<file path="src/rtl/cadence_blip_gen_pkg.sv">
// Shared cadence definitions: FSM states, RPM width and phase-accumulator constants.
// Imported by the blip generator and the cadence calculator.
package cadence_pkg;

  typedef enum logic [1:0] {IDLE, RUN, DRAIN} state_e;

  localparam int unsigned RPM_W = 8;
  localparam int unsigned CNT_W = 16;

  // One crank revolution per minute worth of clock ticks: the accumulator modulus.
  function automatic longint unsigned full_of(input longint unsigned clk_hz);
    return clk_hz * 64'd60;
  endfunction

  function automatic longint unsigned half_of(input longint unsigned clk_hz);
    return full_of(clk_hz) / 64'd2;
  endfunction

endpackage

</file>
<file path="src/rtl/cadence_blip_gen_if.sv">
// Command handshake and emulated-sensor outputs of the cadence blip generator.
interface cadence_blip_gen_if;
  import cadence_pkg::*;

  logic [RPM_W-1:0] rpm_cmd;
  logic             cmd_valid;
  logic             cmd_ready;
  logic             blips;
  logic             blip_strobe;
  logic [CNT_W-1:0] blip_count;
  logic             running;

  modport master (
    output rpm_cmd, cmd_valid,
    input  cmd_ready, blips, blip_strobe, blip_count, running
  );

  modport slave (
    input  rpm_cmd, cmd_valid,
    output cmd_ready, blips, blip_strobe, blip_count, running
  );

endinterface

</file>
<file path="src/rtl/cadence_blip_gen.sv">
// Phase-accumulator pedal-cadence pulse synthesiser: 50 % duty blips at a commanded RPM,
// continuous phase on rate change, and a stop that never truncates a high pulse.
module cadence_blip_gen
  import cadence_pkg::*;
#(
  parameter int unsigned CLK_HZ  = 50_000_000,
  parameter int unsigned MAGNETS = 12,
  parameter int unsigned ACC_W   = 32
) (
  input  logic               clk50M,
  input  logic               reset,
  cadence_blip_gen_if.slave  bus
);

  localparam int unsigned SUM_W  = ACC_W + 1;
  localparam int unsigned STEP_W = 16;
  localparam logic [SUM_W-1:0] FULL = SUM_W'(full_of(64'(CLK_HZ)));
  localparam logic [SUM_W-1:0] HALF = SUM_W'(half_of(64'(CLK_HZ)));

  state_e           state_q, state_d;
  logic [RPM_W-1:0] rpm_q, rpm_d;
  logic [ACC_W-1:0] acc_q, acc_d;
  logic             blips_q, blips_d;
  logic             strobe_q, strobe_d;
  logic [CNT_W-1:0] cnt_q, cnt_d;
  logic             ready_q, ready_d;
  logic             running_q, running_d;

  logic [STEP_W-1:0] step_c;
  logic [SUM_W-1:0]  sum_c;
  logic [SUM_W-1:0]  acc_next_c;
  logic              wrap_c;
  logic              accept_c;

  // Phase step and modulo-FULL wrap; sum is one bit wider so acc + step cannot overflow.
  always_comb begin
    step_c     = STEP_W'(32'(rpm_q) * MAGNETS);
    sum_c      = SUM_W'(acc_q) + SUM_W'(step_c);
    wrap_c     = (sum_c >= FULL);
    acc_next_c = wrap_c ? (sum_c - FULL) : sum_c;
    accept_c   = bus.cmd_valid && ready_q;
  end

  always_comb begin
    state_d = state_q;
    rpm_d   = rpm_q;
    acc_d   = acc_q;
    blips_d = blips_q;

    case (state_q)
      IDLE: begin
        acc_d   = '0;
        blips_d = 1'b0;
        if (accept_c && (bus.rpm_cmd != '0)) begin
          rpm_d   = bus.rpm_cmd;
          state_d = RUN;
        end
      end
      RUN: begin
        acc_d   = ACC_W'(acc_next_c);
        blips_d = (acc_next_c >= HALF);
        if (accept_c) begin
          if (bus.rpm_cmd != '0) begin
            rpm_d = bus.rpm_cmd;
          end else if (!blips_q) begin
            state_d = IDLE;
            acc_d   = '0;
            blips_d = 1'b0;
          end else begin
            state_d = DRAIN;
          end
        end
      end
      DRAIN: begin
        // Finish the current high phase at the old rate; the wrap is the falling edge.
        acc_d   = ACC_W'(acc_next_c);
        blips_d = (acc_next_c >= HALF);
        if (wrap_c) begin
          state_d = IDLE;
          acc_d   = '0;
          blips_d = 1'b0;
        end
      end
      default: begin
        state_d = IDLE;
        acc_d   = '0;
        blips_d = 1'b0;
      end
    endcase

    strobe_d  = blips_d && !blips_q;
    cnt_d     = cnt_q + CNT_W'(strobe_d);
    ready_d   = (state_d != DRAIN);
    running_d = (state_d != IDLE);
  end

  always_ff @(posedge clk50M or posedge reset) begin
    if (reset) begin
      state_q   <= IDLE;
      rpm_q     <= '0;
      acc_q     <= '0;
      blips_q   <= 1'b0;
      strobe_q  <= 1'b0;
      cnt_q     <= '0;
      ready_q   <= 1'b1;
      running_q <= 1'b0;
    end else begin
      state_q   <= state_d;
      rpm_q     <= rpm_d;
      acc_q     <= acc_d;
      blips_q   <= blips_d;
      strobe_q  <= strobe_d;
      cnt_q     <= cnt_d;
      ready_q   <= ready_d;
      running_q <= running_d;
    end
  end

  assign bus.cmd_ready   = ready_q;
  assign bus.blips       = blips_q;
  assign bus.blip_strobe = strobe_q;
  assign bus.blip_count  = cnt_q;
  assign bus.running     = running_q;

endmodule

</file>
<file path="src/flat_wrapper.sv">
// flat-port wrapper written by rule: the top's interface ports become plain ports
module cadence_blip_gen_flat import cadence_pkg::*;
#(
  parameter int unsigned CLK_HZ  = 50_000_000,
  parameter int unsigned MAGNETS = 12,
  parameter int unsigned ACC_W   = 32
)
  (clk50M, reset, bus_rpm_cmd, bus_cmd_valid, bus_cmd_ready, bus_blips, bus_blip_strobe, bus_blip_count, bus_running);
  cadence_blip_gen_if bus_i ();
  input  logic clk50M;
  input  logic reset;
  input wire logic [$bits(bus_i.rpm_cmd)-1:0] bus_rpm_cmd;
  input wire logic [$bits(bus_i.cmd_valid)-1:0] bus_cmd_valid;
  output wire logic [$bits(bus_i.cmd_ready)-1:0] bus_cmd_ready;
  output wire logic [$bits(bus_i.blips)-1:0] bus_blips;
  output wire logic [$bits(bus_i.blip_strobe)-1:0] bus_blip_strobe;
  output wire logic [$bits(bus_i.blip_count)-1:0] bus_blip_count;
  output wire logic [$bits(bus_i.running)-1:0] bus_running;
  assign bus_i.rpm_cmd = bus_rpm_cmd;
  assign bus_i.cmd_valid = bus_cmd_valid;
  assign bus_cmd_ready = bus_i.cmd_ready;
  assign bus_blips = bus_i.blips;
  assign bus_blip_strobe = bus_i.blip_strobe;
  assign bus_blip_count = bus_i.blip_count;
  assign bus_running = bus_i.running;
  cadence_blip_gen #(.CLK_HZ(CLK_HZ), .MAGNETS(MAGNETS), .ACC_W(ACC_W)) u_core (.clk50M(clk50M), .reset(reset), .bus(bus_i));
endmodule
</file>
<file path="config.mk">
export PLATFORM = sky130hd
export DESIGN_NAME = cadence_blip_gen_flat
export DESIGN_NICKNAME = d
export VERILOG_FILES = /design/src/rtl/cadence_blip_gen_pkg.sv /design/src/rtl/cadence_blip_gen_if.sv /design/src/rtl/cadence_blip_gen.sv /design/src/flat_wrapper.sv
export SDC_FILE = /design/constraint.sdc
export NUM_CORES = 1
export LEC_CHECK = 0
export ABC_AREA = 1
export ABC_CLOCK_PERIOD_IN_PS = 14700
export BUFFER_PORTS_ARGS = -buffer_cell sky130_fd_sc_hd__buf_2
export CAP_MARGIN = 5
export CORE_MARGIN = 10
export CORE_UTILIZATION = 65
export CTS_CLUSTER_DIAMETER = 30
export DETAILED_ROUTE_END_ITERATION = 10
export PLACE_DENSITY = 0.84
export SYNTH_ARGS = -nofsm -noshare
export SYNTH_HDL_FRONTEND = slang
export SYNTH_SLANG_ARGS = --single-unit
</file>
<file path="constraint.sdc">
create_clock -name clk50M -period 14.7 [get_ports clk50M]
set_input_delay 0.735 -clock clk50M [delete_from_list [all_inputs] [get_ports clk50M]]
set_output_delay 0.735 -clock clk50M [all_outputs]
set_load 0.1 [all_outputs]
</file>
==> results of run 1 <==
[critical path: cells and delay by family, from the launching register on]
kind	cells	cell delay, ns
AND/OR/NAND/NOR	26	3.77
adder cells (fa/ha/maj)	5	1.36
AO/OA/AOI/OAI	3	0.60
flip-flops	1	0.39
buffers and inverters	4	0.29
XOR/XNOR	2	0.29
[how the worst min path moves through the flow]
| stage | startpoint | endpoint | slack, ns | cells past startpoint |
|---|---|---|---|---|
| after floorplan | u_core.rpm_q[0] | u_core.rpm_q[0] | 0.51 | 1 |
| after global placement | u_core.bus.blip_count[15] | u_core.bus.blip_count[15] | 0.46 | 1 |
| after detailed placement | u_core.bus.blip_count[15] | u_core.bus.blip_count[15] | 0.46 | 1 |
| after CTS | u_core.bus.blip_count[15] | u_core.bus.blip_count[15] | 0.48 | 1 |
| after global routing | u_core.bus.blips | u_core.bus.blip_strobe | 0.51 | 1 |
| final | u_core.bus.blip_count[15] | u_core.bus.blip_count[15] | 0.48 | 1 |
[per-stage QoR]
stage | util, % | instances | setup slack (ns) | power (mW) | hold slack [ns]
final | 71.0 | 1057 | 7.85 | 1.04 | 0.477
after CTS | 71.0 | 1057 | 7.86 | 1.04 | 0.477
after floorplan | - | 914 | 8.93 | 0.731 | 0.513
after detailed placement | 68.6 | 1041 | 7.90 | 0.873 | 0.458
after global placement | 68.6 | 1041 | 8.15 | 0.862 | 0.460
after global routing | 71.0 | 1057 | 6.98 | 1.16 | 0.507
[sequential cells by signal, summed over array words and instances (netlist names)]
register and count:
u_core.acc_q 30, u_core.rpm_q 8, u_core.bus.cmd_ready 1, u_core.bus.blip_count 16, u_core.bus.running 1, u_core.bus.blip_strobe 1, u_core.bus.blips 1, u_core.state_q 2
[report_power, final]
group	internal, mW	leakage, nW	total, mW	switching, mW
combinational	0.224	2.47	0.681	0.457
clock	0.0811	0.0988	0.158	0.0765
sequential	0.188	0.793	0.204	0.0158
total	0.493	3.36	1.04	0.549
[per-layer routing]
layer  up-vias  track usage [%]  share of wire, %
met5         -                0                 0
met4         0             7.53               2.1
met3        29             3.78               7.9
met2       194             33.6                43
met1      2570             33.5                47
li1       2909                -                 -
[cells in the final DEF (no fill, tap or decap), drive strengths merged, types with 2 or more instances in the layout]
cell type,count
o21ai,13
nand3b,5
nand3,99
or2,3
nor4,3
dfrtp,59
nor3b,2
buf,32
xnor2,11
nor3,8
nand2,341
xor2,17
ha,26
nand4,11
nor2,102
o211ai,2
fa,2
mux2,5
clkinvlp,2
a21oi,46
clkbuf,9
inv,143
[kinds of logic (layout without fill, tap and decap cells)]
logic type               Yosys count  in the layout  synth area share [%]
adder cells (fa/ha/maj)           28             28                  6.40
AO/OA/AOI/OAI                     64             64                  5.88
buffers and inverters            153            188                  10.7
AND/OR/NAND/NOR                  576            576                  45.3
multiplexers                       5              5                 0.987
flip-flops                        60             60                  26.3
XOR/XNOR                          28             28                  4.43
[cell type report]
class	count	area [um^2]	share of cell area [%]
Inverter	140	526	8.57
Clock inverter	7	82.6	1.35
Sequential cell	60	1500	24.5
Multi-Input combinational cell	701	3590	58.6
Clock buffer	9	124	2.02
Tap cell	108	135	2.20
Timing Repair Buffer	32	165	2.69
==> flow_metrics.tcl, run 1 <==
set metrics [dict create \
    outcome "finished, final reports clean" \
    post_cts_buffers 0 \
    cts_hold_buf 0 \
    worstSetupStartpointType "flip-flop" \
    arrival_ns 7.09 \
    cts_tree "done" \
    clock_sinks 60 \
    vias_per_cell 5.39 \
    num_vias 5702 \
    grt_max_degree 61 \
    path_clk_slew_ns 0.08 \
    synth_edf_count 0 \
    die-area_mm2 0.0129 \
    cp_common_cell "nand2_1" \
    rr_endpoint "u_core.bus.blip_count[15]" \
    gr-usage-all-layers_pct 22.9 \
    stdcell_area_mm2 0.00613 \
    synth_cells 914 \
    fin_crit_ns 6.85 \
    initial_core_util_pct 66.1 \
    cts.repair.resized 0 \
    hold_viol_final 0 \
    ys_seq_area_share_pct 26.3 \
    crit_required_ns 14.94 \
    netlist.area_leader.share_pct 25.9 \
    synth_area_leader_cell "dfrtp_1" \
    port_buffers 30 \
    fill_cells 766 \
    reg2reg_slack_ns 7.85 \
    worst_slew_pin_slew_ns 0.838 \
    cp_max_fo 32 \
    chipHeight_um 114 \
    yosysWarningCount 0 \
    clockBufferDepth 2 \
    post_dp_cell_area_mm2 0.00592 \
    ys_seq_elements 60 \
    htree_levels 3 \
    reg2reg_from "u_core.rpm_q[1]" \
    drc 0 \
    antenna_found_initial 0 \
    critPathLaunch "u_core.rpm_q[1]" \
    cts_buffers 9 \
    post-route-period-util_pct 46.6 \
    crit_path_end_kind "flip-flop" \
    synth.area.top_cells "dfrtp_1, nand2_1, inv_1, nand3_1, ha_1" \
    synth_cell_type_count 41 \
    core_mm2 0.00864 \
    grt_pass1_wl_um 24700 \
    place.gp.congestion 0.963 \
    slowest_delay_ns 0.71 \
    wl_per_cell_um 13.7 \
    overflow 0 \
    first_pass_iters 9 \
    crit_path_end "u_core.bus.blip_count[15]" \
    vdd_drop_max_mv 0.119 \
    fp-row-count 34 \
    cp_slowest_cell "nor2_2" \
    synth.avg_cell_area_um2 6.24 \
    rsz0062_at_grt "no" \
    slew_headroom_pct 44.1 \
    routed_wirelength_um 14500 \
    drt_iter0_markers 528 \
    reg2reg_depth 40 \
    ys.flop_type "dfrtp_1" \
    hold_path_class "flip-flop to flip-flop" \
    root_buffer "clkbuf_8" \
    diodes 0 \
    die_w_um 114 \
    drtAntennaViolNets 0 \
    fin_nets 983 \
    synth_area_mm2 0.00571 \
    async_flop_share_pct 100 \
    report.final.slew_viol_count 0 \
    worstSetupPathType "flip-flop to flip-flop" \
    dpl.hpwl_um 11600 \
    fin_setup_tns_ns 0 \
    ys_top_cells_by_count "nand2_1, inv_1, nand3_1, nor2_1, dfrtp_1" \
    setup_viol 0 \
    fmax_mhz 146 \
    power_density_mw_per_mm2 170 \
    synth_nets 953 \
    drive_gt1_share_pct 13.9 \
    skew_ns 0.0143 \
    grt_pass1_vias 5246 \
    synth_most_common_cell "nand2_1" \
    clk_latency_ns 0.35 \
    ios 31 \
    area_delta_synth_final_pct 7.43 \
    power_leakage_nw 3.36 \
    drv_cap 0 \
]
Note: power is estimated with default switching activity, not from simulation.
==> run 2, diff against run 1 <==
--- a/config.mk
+++ b/config.mk
@@ -5,15 +5,15 @@
 export SDC_FILE = /design/constraint.sdc
 export NUM_CORES = 1
 export LEC_CHECK = 0
-export ABC_AREA = 1
-export ABC_CLOCK_PERIOD_IN_PS = 14700
+export ABC_AREA = 0
+export ABC_CLOCK_PERIOD_IN_PS = 6300
 export BUFFER_PORTS_ARGS = -buffer_cell sky130_fd_sc_hd__buf_2
 export CAP_MARGIN = 5
 export CORE_MARGIN = 10
-export CORE_UTILIZATION = 65
+export CORE_UTILIZATION = 57
 export CTS_CLUSTER_DIAMETER = 30
 export DETAILED_ROUTE_END_ITERATION = 10
-export PLACE_DENSITY = 0.84
+export PLACE_DENSITY = 0.78
 export SYNTH_ARGS = -nofsm -noshare
 export SYNTH_HDL_FRONTEND = slang
 export SYNTH_SLANG_ARGS = --single-unit
==> constraint.sdc (replaced) <==
create_clock -name clk50M -period 6.3 [get_ports clk50M]
set_input_delay 0.315 -clock clk50M [delete_from_list [all_inputs] [get_ports clk50M]]
set_output_delay 0.315 -clock clk50M [all_outputs]
set_load 0.1 [all_outputs]
==> flow_metrics.tcl, run 2 <==
set metrics [dict create \
    synth_edf_count 0 \
    path_clk_slew_ns 0.09 \
    reg2reg_from "u_core.rpm_q[1]" \
    reg2reg_depth 34 \
    ys_seq_elements 60 \
    cts_buffers 9 \
    fin_ws_ns -0.410 \
    path_buf_inv 6 \
    gr-usage-all-layers_pct 26.1 \
    synth_most_common_cell "dfrtp_1" \
    port_buffers 30 \
    critical_path.top_delay_family "compound AO/OA/AOI/OAI gates" \
    yosysWarningCount 0 \
    outcome "finished, violations left" \
    final_cell_mix "buf_4, dfrtp_1, nand2_1, a21oi_1, nor2_1" \
    ios 31 \
    cp.depth 34 \
    synth_area_leader_cell "dfrtp_1" \
    cp_slowest_cell "dfrtp_1" \
    synth_cell_type_count 92 \
    overflow 0 \
    synth_cells 613 \
    ys.flop_type "dfrtp_1" \
    hold_viol_final 0 \
    reg2reg_slack_ns -0.41 \
    drt_iter0_markers 946 \
    chipHeight_um 117 \
    root_buffer "clkbuf_8" \
    drv_cap 0 \
    async_flop_share_pct 100 \
    fin_nets 801 \
    initial_core_util_pct 58.2 \
    cp_max_fo 7 \
    dp_cells 828 \
    power_leakage_nw 3.16 \
    dpl.hpwl_um 12400 \
    clk_latency_ns 0.36 \
    skew_ns 0.0166 \
    regMostFlops "u_core.acc_q" \
    worst_slew_pin_slew_ns 0.804 \
    grt_pass1_wl_um 28200 \
    post_dp_cell_area_mm2 0.00633 \
    fmax_mhz 149 \
    report.final.slew_viol_count 0 \
    setup_viol 14 \
    layout_commonest_cell "buf_4" \
    vdd_drop_max_mv 0.359 \
    drive_gt1_share_pct 40.9 \
    grt_max_degree 61 \
    diodes 0 \
    antenna_found_initial 0 \
    core_mm2 0.00915 \
    rr_endpoint "u_core.bus.blip_count[14]" \
    place.gp.congestion 0.949 \
    fin_setup_tns_ns -3.46 \
    first_pass_iters 6 \
    clockBufferDepth 2 \
    crit_path_end "u_core.bus.blip_count[14]" \
    clock_sinks 60 \
    slowest_delay_ns 0.42 \
    violations "negative setup slack" \
    synth.avg_cell_area_um2 8.69 \
    utilization_pct 79.7 \
    hold_path_class "input port to asynchronous set/reset pin" \
    ys_seq_area_share_pct 28.2 \
    grt_pass1_vias 5536 \
    synth_area_mm2 0.00533 \
    largest_register_ffs 30 \
    netlist.area_leader.share_pct 27.7 \
    rsz0062_at_grt "yes" \
    post-route-period-util_pct 107 \
    power_density_mw_per_mm2 446 \
    arrival_ns 6.98 \
    num_vias 5858 \
    crit_required_ns 6.57 \
    ys_top_cells_by_count "dfrtp_1, nand2_1, a21oi_1, nor2_1, xnor2_1" \
    die-area_mm2 0.0136 \
    routed_wirelength_um 19100 \
    critPathLaunch "u_core.rpm_q[1]" \
    power_mw 3.25 \
    fp-row-count 35 \
    worstSetupStartpointType "flip-flop" \
    crit_path_end_kind "flip-flop" \
    drc 0 \
    area_delta_synth_final_pct 37.0 \
    drtAntennaViolNets 0 \
    htree_levels 3 \
    synth.area.top_cells "dfrtp_1, ha_1, xnor2_1, a21oi_1, nand2_1" \
    stdcell_area_mm2 0.00730 \
    synth_nets 652 \
    vias_per_cell 6.67 \
    wl_per_cell_um 21.7 \
    slew_headroom_pct 46.4 \
    die_w_um 117 \
    stdcell_count 878 \
    fin_crit_ns 6.71 \
    cts_tree "done" \
    worstSetupPathType "flip-flop to flip-flop" \
]
-- run 2: cells by family (layout without fill, tap and decap cells) --
family	count (synthesis)	in the layout	share of synthesized area (%)
xor+xnor	51	51	8.66
flops	60	60	28.2
buf+inv	41	195	3.99
mux	8	8	1.64
fa+ha+maj	28	28	6.86
simple gates	222	222	22.7
compound gates	203	203	28.0
-- run 2: how the worst min path moves through the flow --
stage / endpoint / slack, ns / depth (start not counted)
after CTS: u_core.rpm_q[2] / 0.16 / 3
after global placement: u_core.bus.blip_count[15] / 0.46 / 1
after global routing: u_core.rpm_q[6] / 0.19 / 3
final: u_core.bus.running / 0.17 / 3
after floorplan: u_core.rpm_q[1] / 0.43 / 2
after detailed placement: u_core.bus.blip_count[15] / 0.46 / 1
-- run 2: per-stage QoR --
step | worst slack (ns) | hold WS (ns)
6_report | -0.410 | 0.170
5_1_grt | -0.622 | 0.193
4_1_cts | -0.168 | 0.163
3_5_place_dp | -0.357 | 0.461
3_3_place_gp | -0.120 | 0.462
2_1_floorplan | -0.0693 | 0.432
-- run 2: routing by layer --
| metal | up-vias | global-route usage [%] | share of wire (%) |
|---|---|---|---|
| met1 | 2773 | 34.8 | 41 |
| met3 | 99 | 5.19 | 9.4 |
| li1 | 2584 | - | - |
| met2 | 402 | 40.7 | 45 |
| met4 | 0 | 9.72 | 4.8 |
| met5 | - | 0 | 0 |
-- run 2: cell type report --
class,instances,area [um^2]
clock buffers,9,124
clock inverters,7,57.6
fillers,544,1850
inverters,23,86.3
multi-input cells,512,4230
flip-flops and latches,60,1500
well taps,111,139
repair buffers,156,1150
-- run 2: where the power goes --
group	total (mW)	switching [mW]	internal, mW
combinational	2.44	1.38	1.06
sequential	0.481	0.0473	0.433
clock	0.336	0.188	0.149
total	3.25	1.61	1.64
-- run 2: what timing repair did --
item	CTS	global route
hold buffers	0	0
gates resized for setup	32	67
endpoints found under the setup margin	13	16
buffers inserted	21	16
pin swaps	25	42
-- run 2: worst min-delay path: stages --
cell	delay [ns]
buf_2	0.10
inv_2	0.03
buf_4	0.61
==> run 3, diff against run 2 <==
--- a/config.mk
+++ b/config.mk
@@ -6,14 +6,14 @@
 export NUM_CORES = 1
 export LEC_CHECK = 0
 export ABC_AREA = 0
-export ABC_CLOCK_PERIOD_IN_PS = 6300
+export ABC_CLOCK_PERIOD_IN_PS = 7110
 export BUFFER_PORTS_ARGS = -buffer_cell sky130_fd_sc_hd__buf_2
 export CAP_MARGIN = 5
-export CORE_MARGIN = 10
-export CORE_UTILIZATION = 57
+export CORE_MARGIN = 5
+export CORE_UTILIZATION = 63
 export CTS_CLUSTER_DIAMETER = 30
 export DETAILED_ROUTE_END_ITERATION = 10
-export PLACE_DENSITY = 0.78
+export PLACE_DENSITY = 0.82
 export SYNTH_ARGS = -nofsm -noshare
 export SYNTH_HDL_FRONTEND = slang
 export SYNTH_SLANG_ARGS = --single-unit
==> constraint.sdc (replaced) <==
create_clock -name clk50M -period 7.11 [get_ports clk50M]
set_input_delay 0.3555 -clock clk50M [delete_from_list [all_inputs] [get_ports clk50M]]
set_output_delay 0.3555 -clock clk50M [all_outputs]
set_load 0.1 [all_outputs]
==> flow_metrics.tcl, run 3 (synthesized netlist as in run 2, its figures left out) <==
set metrics [dict create \
    outcome "finished, final reports clean" \
    diodes 0 \
    drive_gt1_share_pct 24.5 \
    grt_pass1_vias 4778 \
    p_switching_mw 1.19 \
    layout_commonest_cell "dfrtp_1" \
    grt_max_degree 38 \
    ios 31 \
    wl_per_cell_um 20.1 \
    first_pass_iters 7 \
    pre_cts_ws_ns -0.177 \
    arrival_ns 7.29 \
    seqCellArea_mm2 0.00150 \
    critical_path.top_delay_family "simple AND/OR/NAND/NOR gates" \
    cts_buffers 9 \
    port_buffers 30 \
    crit_required_ns 7.37 \
    drtAntennaViolNets 0 \
    report.final.slew_viol_count 0 \
    drv_cap 0 \
    hold_path_class "input port to asynchronous set/reset pin" \
    drc 0 \
    seq_power_share_pct 18.3 \
    pwr-share-comb_pct 69.4 \
    path_clk_slew_ns 0.08 \
    slowest_delay_ns 0.55 \
    cp_common_cell "ha_1" \
    vdd_drop_max_mv 0.262 \
    critPathLaunch "u_core.rpm_q[1]" \
    setup_viol 0 \
    fin_setup_tns_ns 0 \
    crit_path_end_kind "flip-flop" \
    stdcell_area_mm2 0.00610 \
    skew_ns 0.00752 \
    worstSetupPathType "flip-flop to flip-flop" \
    worstSetupStartpointType "flip-flop" \
    clock_sinks 60 \
    reg2reg_from "u_core.rpm_q[1]" \
    reg2reg_depth 30 \
    fill_cells 600 \
    hold_viol_final 0 \
    core_mm2 0.00822 \
    overflow 0 \
    regMostFlops "u_core.acc_q" \
    die-area_mm2 0.0104 \
    clkPwrFrac_pct 12.3 \
    sw_frac_of_total_pct 52.3 \
    largest_register_ffs 30 \
    final_cell_mix "dfrtp_1, nand2_1, a21oi_1, nor2_1, buf_4" \
    die_w_um 102 \
    cts_hold_buf 0 \
    chipHeight_um 102 \
    htree_levels 3 \
    dp_cells 753 \
    path_buf_inv 2 \
    fp-row-count 33 \
    fmax_mhz 142 \
    rsz0062_at_grt "yes" \
    clk_latency_ns 0.34 \
    vias_per_cell 6.60 \
    clockBufferDepth 2 \
    post_dp_cell_area_mm2 0.00566 \
    fin_ws_ns 0.0836 \
    cp_slowest_cell "a21oi_1" \
    stdcell_count 779 \
    routed_wirelength_um 15700 \
    slew_headroom_pct 46.6 \
    multi_input_area_mm2 0.00380 \
    num_vias 5140 \
    fin_nets 708 \
    dpl.hpwl_um 11400 \
    intPower_mw 1.09 \
    cts_tree "done" \
    power_leakage_nw 2.61 \
    initial_core_util_pct 64.9 \
    grt_pass1_wl_um 24300 \
    area_delta_synth_final_pct 14.4 \
    worst_slew_pin_slew_ns 0.801 \
    antenna_found_initial 0 \
    cp.depth 30 \
    fin_crit_ns 7.03 \
    cp_max_fo 7 \
    gr-usage-all-layers_pct 29.8 \
    power_density_mw_per_mm2 375 \
    place.gp.congestion 1.05 \
    post-route-period-util_pct 98.8 \
    root_buffer "clkbuf_8" \
    drt_iter0_markers 565 \
]
## run 3: changes by cell type in the layout (fill, tap and decap cells not counted), sizes merged
cell,delta
clkinv,+4
buf,-93
clkinvlp,-1
inv,-3
## run 3: power groups by stage
stage / registers (mW) / clock network [mW] / logic, mW
after floorplan: 0.434 / 0 / 1.07
after global placement: 0.418 / 0 / 1.32
after detailed placement: 0.422 / 0 / 1.37
after CTS: 0.415 / 0.285 / 1.40
after global routing: 0.423 / 0.299 / 1.70
final: 0.417 / 0.281 / 1.59
## run 3: layer usage
layer	up-vias	GRT usage [%]	part of all wire, %
met5	-	0	0
met3	37	5.19	8.6
li1	2393	-	-
met2	269	47.1	46
met1	2441	42.7	43
met4	0	7.77	2.4
## run 3: timing repair
item,in CTS,in global routing
setup buffers,1,9
setup endpoints to repair,7,12
pin swaps,1,17
gates cloned,0,0
resized for setup,6,32
endpoints found under the hold margin,0,0
## run 3: final cells by class
type	count	area share (%)
timing repair buffer	63	6.53
multi-input combinational	512	62.4
sequential	60	24.7
tap	105	2.16
clock inverter	7	0.862
clock buffer	9	2.03
inverter	23	1.42
## run 3: path summary, 6_finish.rpt
| path | end | slack (ns) |
|---|---|---|
| min reg2reg | u_core.bus.blip_count[15] | 0.49 |
| min | u_core.bus.blip_count[12] | 0.03 |
| max in group asynchronous | u_core.bus.cmd_ready | 6.21 |
| max reg2reg | u_core.bus.blip_count[12] | 0.08 |
| max | u_core.bus.blip_count[12] | 0.08 |
| min in group clk50M | u_core.rpm_q[1] | 0.24 |
## run 3: worst reg2reg max path, delay by kind of cell (launching register included)
kind / cells / cell delay [ns]
AOI/OAI and AO/OA: 10 / 2.31
xor gates and xnor gates: 2 / 0.31
adders and majority gates: 5 / 1.35
buffers and inverters: 2 / 0.18
DFF: 1 / 0.40
and+or+nand+nor: 11 / 2.38
## run 3: through the flow
step | util (%) | hold WS (ns) | power [mW]
after global routing | 74.2 | 0.0612 | 2.42
after floorplan | - | 0.472 | 1.51
final | 74.2 | 0.0333 | 2.28
after global placement | 68.8 | 0.402 | 1.74
after CTS | 71.5 | 0.0381 | 2.10
after detailed placement | 68.8 | 0.410 | 1.79
